<file path="src/rtl/instruction_fetch_pkg.sv">
// Shared fetch-stage definitions: word width, instruction memory size, NOP encoding,
// the IF/ID register contents and the address wrap helper.
package instruction_fetch_pkg;

   localparam int unsigned WORD_LEN       = 32;
   localparam int unsigned INSTR_MEM_SIZE = 1024;

   typedef logic [WORD_LEN-1:0] word_t;

   localparam word_t NOP = '0;

   typedef struct packed {
      word_t instr;
      word_t pc;
      word_t pc_plus4;
      logic  valid;
   } if_id_t;

   typedef enum logic [1:0] {
      IFID_CAPTURE,
      IFID_HOLD,
      IFID_BUBBLE
   } if_id_action_e;

   // Byte addresses into instruction memory wrap modulo its size.
   function automatic word_t mem_wrap(input word_t addr);
      return addr % word_t'(INSTR_MEM_SIZE);
   endfunction

endpackage

</file>
<file path="src/rtl/if_id_reg.sv">
// IF/ID pipeline register: bubble (flush) beats hold (stall) beats capture.
module if_id_reg
   import instruction_fetch_pkg::*;
(
   input  logic                clk,
   input  logic                rst,
   input  logic                stall,
   input  logic                flush,
   input  logic [WORD_LEN-1:0] instr,
   input  logic [WORD_LEN-1:0] pc,
   input  logic [WORD_LEN-1:0] pc_plus4,
   output logic [WORD_LEN-1:0] id_instr,
   output logic [WORD_LEN-1:0] id_pc,
   output logic [WORD_LEN-1:0] id_pc_plus4,
   output logic                id_valid,
   output logic                capture
);

   if_id_action_e action;
   if_id_t        q;

   always_comb begin
      action = IFID_CAPTURE;
      if (flush)
         action = IFID_BUBBLE;
      else if (stall)
         action = IFID_HOLD;
   end

   // A bubble keeps the old PC fields; only the instruction and valid are killed.
   always_ff @(posedge clk or negedge rst) begin
      if (!rst) begin
         q <= '0;
      end else begin
         case (action)
            IFID_CAPTURE: q <= '{instr: instr, pc: pc, pc_plus4: pc_plus4, valid: 1'b1};
            IFID_BUBBLE: begin
               q.instr <= NOP;
               q.valid <= 1'b0;
            end
            default: q <= q;
         endcase
      end
   end

   assign capture     = (action == IFID_CAPTURE);
   assign id_instr    = q.instr;
   assign id_pc       = q.pc;
   assign id_pc_plus4 = q.pc_plus4;
   assign id_valid    = q.valid;

endmodule

</file>
<file path="src/rtl/instruction_fetch.sv">
// Instruction fetch stage: PC register with redirect/stall priority, IF/ID register
// and a count of instructions accepted into IF/ID.
module instruction_fetch
   import instruction_fetch_pkg::*;
#(
   parameter logic [WORD_LEN-1:0] RESET_PC = '0,
   parameter int unsigned         PC_STEP  = 4
) (
   input  logic                clk,
   input  logic                rst,
   input  logic                stall,
   input  logic                flush,
   input  logic                branch_taken,
   input  logic [WORD_LEN-1:0] branch_target,
   output logic [WORD_LEN-1:0] imem_addr,
   input  logic [WORD_LEN-1:0] imem_instr,
   output logic [WORD_LEN-1:0] id_instr,
   output logic [WORD_LEN-1:0] id_pc,
   output logic [WORD_LEN-1:0] id_pc_plus4,
   output logic                id_valid,
   output logic [WORD_LEN-1:0] fetch_count
);

   word_t pc;
   word_t pc_next;
   word_t pc_plus_step;
   word_t redirect_pc;
   logic  capture;

   assign pc_plus_step = pc + word_t'(PC_STEP);
   assign redirect_pc  = mem_wrap({branch_target[WORD_LEN-1:2], 2'b00});

   always_comb begin
      pc_next = mem_wrap(pc_plus_step);
      if (branch_taken)
         pc_next = redirect_pc;
      else if (stall)
         pc_next = pc;
   end

   always_ff @(posedge clk or negedge rst) begin
      if (!rst)
         pc <= RESET_PC;
      else
         pc <= pc_next;
   end

   assign imem_addr = pc;

   // A taken branch squashes the wrong-path instruction exactly like a flush.
   if_id_reg u_if_id_reg (
      .clk         (clk),
      .rst         (rst),
      .stall       (stall),
      .flush       (flush | branch_taken),
      .instr       (imem_instr),
      .pc          (pc),
      .pc_plus4    (pc_plus_step),
      .id_instr    (id_instr),
      .id_pc       (id_pc),
      .id_pc_plus4 (id_pc_plus4),
      .id_valid    (id_valid),
      .capture     (capture)
   );

   always_ff @(posedge clk or negedge rst) begin
      if (!rst)
         fetch_count <= '0;
      else if (capture)
         fetch_count <= fetch_count + word_t'(1);
   end

endmodule

</file>
<file path="config.mk">
export PLATFORM = sky130hd
export DESIGN_NAME = instruction_fetch
export DESIGN_NICKNAME = d
export VERILOG_FILES = /design/src/rtl/instruction_fetch_pkg.sv /design/src/rtl/if_id_reg.sv /design/src/rtl/instruction_fetch.sv
export SDC_FILE = /design/constraint.sdc
export NUM_CORES = 1
export LEC_CHECK = 0
export ABC_AREA = 1
export CORE_UTILIZATION = 35
export CTS_CLUSTER_SIZE = 28
export DETAILED_ROUTE_END_ITERATION = 7
export GPL_TIMING_DRIVEN = 0
export PLACE_DENSITY = 0.73
export SLEW_MARGIN = 20
export SYNTH_ARGS = -nofsm -noshare
export SYNTH_HDL_FRONTEND = slang
export SYNTH_SLANG_ARGS = --single-unit
</file>
<file path="constraint.sdc">
create_clock -name clk -period 2.1 [get_ports clk]
set_clock_uncertainty 0.2 [all_clocks]
set_input_delay 0.315 -clock clk [delete_from_list [all_inputs] [get_ports clk]]
set_output_delay 0.315 -clock clk [all_outputs]
set_load 0.05 [all_outputs]
</file>
==> results by group <==
Status
  • Status: finished clean

Logic synthesis
  • Cell variety after synth: 24
  • Count leader, synth: nand2_1
  • Seq/Total Area, Yosys: 0.4860
  • Cells after Synth: 508
  • Top_reg_cell synth: dfrtp_1
  • Top cells by area, synth: dfrtp_1 (49%), buf_4 (12%), nand2_1 (8.9%)
  • Area share of the largest cell type after synthesis: 0.4860
  • Leading area contributor after synthesis: dfrtp_1
  • Asr flop ratio synth: 1.000
  • Commonest cells in the netlist: nand2_1 (110), dfrtp_1 (90), buf_4 (73)
  • Mapped Area: 4634 µm²
  • Post-synth EDFFs: 0
  • Syn Area/Cell: 9.123 µm²
  • Synth warnings: 0
  • Number of synthesized register bits: 90

GRT
  • Initial antenna violation count: 0
  • Largest net degree at the start of global routing: 47
  • Overflow left after global routing: 0
  • Total Routing Usage GR: 0.1843
  • Vias in the first global route: 3886
  • Global-route wire length before repair: 19.13 mm

Floorplan
  • Die height: 117.1 µm
  • Rows: 41
  • # IOs: 230
  • Die area: 13710 µm²
  • Die Span X: 117.1 µm
  • Core Area: 12770 µm²
  • Starting Density: 0.3628

Setup path
  • Buf+Inv Stages, Crit Path: 1
  • Cell family with most CP delay: buffers and inverters
  • Reg2Reg Setup Slack: 0.32 ns
  • WP data arrival: 1.54 ns
  • Crit Path Category: flop to primary output
  • Worst-path fanout max: 2
  • Crit-path cells: clkdlybuf4s50_1
  • Critical path capture point type: primary output
  • CP required: 1.58 ns
  • Slowest Stage Delay on Critical Path: 0.83 ns
  • Critical-path top delay cell: clkdlybuf4s50_1
  • Startpoint types: flop

STA
  • Tcrit/Tclk final: 0.9789
  • Final setup viols: 0
  • Setup ws final: 0.04422 ns
  • RSZ-0062 raised after global routing: no
  • Worst Tran Pin Value: 0.5952 ns
  • Slew Viols, Final: 0
  • Fmax: 0.4864 GHz
  • Hold Slack: 0.2392 ns
  • Final hold vios: 0
  • Rel. slew slack: 0.6032
  • Tmin final: 2.056 ns

CTS
  • Maximum root-to-sink buffer count: 2
  • Root Driver: clkbuf_16
  • CTS Buf Count: 9
  • Clock slew at reported path FFs: 0.06 ns
  • Clock latency on the worst-skew pair: 0.34 ns
  • CTS tree: built
  • Sink Count: 90
  • H-tree levels: 3

Route
  • DR vias: 4134
  • ANT nets after route: 0
  • WL per Instance: 13.56 µm
  • DR pass1 iterations: 5
  • Vias per inst: 4.588
  • Remaining DRCs: 0
  • Final wirelength: 12.22 mm
  • Iteration-0 DRC Markers: 203

Placed design
  • DP Worst Slack: -0.2309 ns
  • DP Wirelength: 9.432 mm
  • PortBufs: 134
  • GP Congestion: 0.8734

Worst hold path
  • Min-delay worst type: input port to flop

Power
  • LEAKAGE: 3.486 nW
  • Maximum vdd drop: 0.4884 mV
  • Pwr per Cell Area: 773.3 nW/µm²

Cells and area
  • Core Util, Final: 0.5288
  • Layout Nets: 796
  • Layout filler cell count: 1187
  • Area Overhead vs Synth: 45.76%
  • Share of cells above drive strength 1: 0.1564
  • Antenna cell count: 0

Flow run
  • Max-cap check violation count: 0
power breakdown:
group | total [mW] | internal (mW) | switching [mW] | leakage [nW]
registers | 2.01 | 1.88 | 0.134 | 1.18
clock network | 1.61 | 0.946 | 0.667 | 0.148
logic | 1.60 | 0.477 | 1.12 | 2.15
state kept, by name, summed over array words and instances, names as in the netlist:
register,flops
imem_addr,8
u_if_id_reg.id_pc,8
u_if_id_reg.id_valid,1
fetch_count,32
u_if_id_reg.id_instr,32
u_if_id_reg.id_pc_plus4,9
per-layer routing:
metal / wire length [µm] / global-route usage
met3: 1134 / 0.06231
met5: 0 / 0
met4: 259 / 0.08692
met2: 6103 / 0.3077
met1: 4718 / 0.2137
path summary, 6_finish.rpt:
kind,depth (start not counted),startpoint,end
min in group asynchronous,2,rst,u_if_id_reg.id_pc_plus4[6]$_DFFE_PN0N_
setup reg to reg,7,fetch_count[0]$_DFFE_PN0N_,fetch_count[20]$_DFFE_PN0N_
hold / removal,2,flush,u_if_id_reg.id_pc_plus4[5]$_DFFE_PN0N_
setup / recovery,1,u_if_id_reg.id_instr[1]$_DFFE_PN0P_,id_instr[1]
max in group asynchronous,3,rst,fetch_count[30]$_DFFE_PN0N_
hold reg to reg,2,u_if_id_reg.id_pc[9]$_DFFE_PN0N_,u_if_id_reg.id_pc[9]$_DFFE_PN0N_
cells in the final DEF (no fill, tap or decap), types with 30 or more instances in the layout:
cell,netlist,layout
nand2_1,110,110
nand3_1,30,30
nor2_1,33,33
dlygate4sd2_1,0,33
a32o_1,32,32
inv_1,44,44
clkdlybuf4s50_1,0,91
dfrtp_1,90,90
conb_1,1,71
buf_4,73,74
layout make-up:
type / count / area, µm² / area share
timing repair buffer: 136 / 1350 / 0.1999
inverter: 47 / 176.4 / 0.02612
clock inverter: 5 / 53.80 / 0.007964
tap: 172 / 215.2 / 0.03186
sequential: 90 / 2252 / 0.3334
clock buffer: 10 / 239.0 / 0.03538
multi-input combinational: 356 / 1861 / 0.2754
buffer: 85 / 608.1 / 0.09002
per-stage QoR:
stage | std cells | total power, mW | instance area (µm²) | setup TNS (ns)
after floorplan | 578 | 3.154 | 4897 | 0
after global placement | 884 | 3.661 | 6454 | -242.38
after detailed placement | 885 | 3.689 | 6471 | -5.477
after CTS | 901 | 5.267 | 6733 | 0
after global routing | 901 | 5.440 | 6755 | 0
final | 901 | 5.224 | 6755 | 0
repair_timing:
item / 4_1_cts / 5_1_grt
gates resized for setup: 33 / 9
endpoints found under the hold margin: 45 / 0
buffers inserted: 0 / 0
endpoints found under the setup margin: 33 / 9
hold buffers: 1 / 0
kinds of logic after synthesis:
family / synth area share
AND/OR/NAND/NOR: 0.1925
AO/OA/AOI/OAI: 0.09881
other: 0.0008092
adder cells (fa/ha/maj): 0.005399
flip-flops: 0.4860
buffers and inverters: 0.1693
XOR/XNOR: 0.04725
No activity file was read; power rests on OpenSTA's default activity.
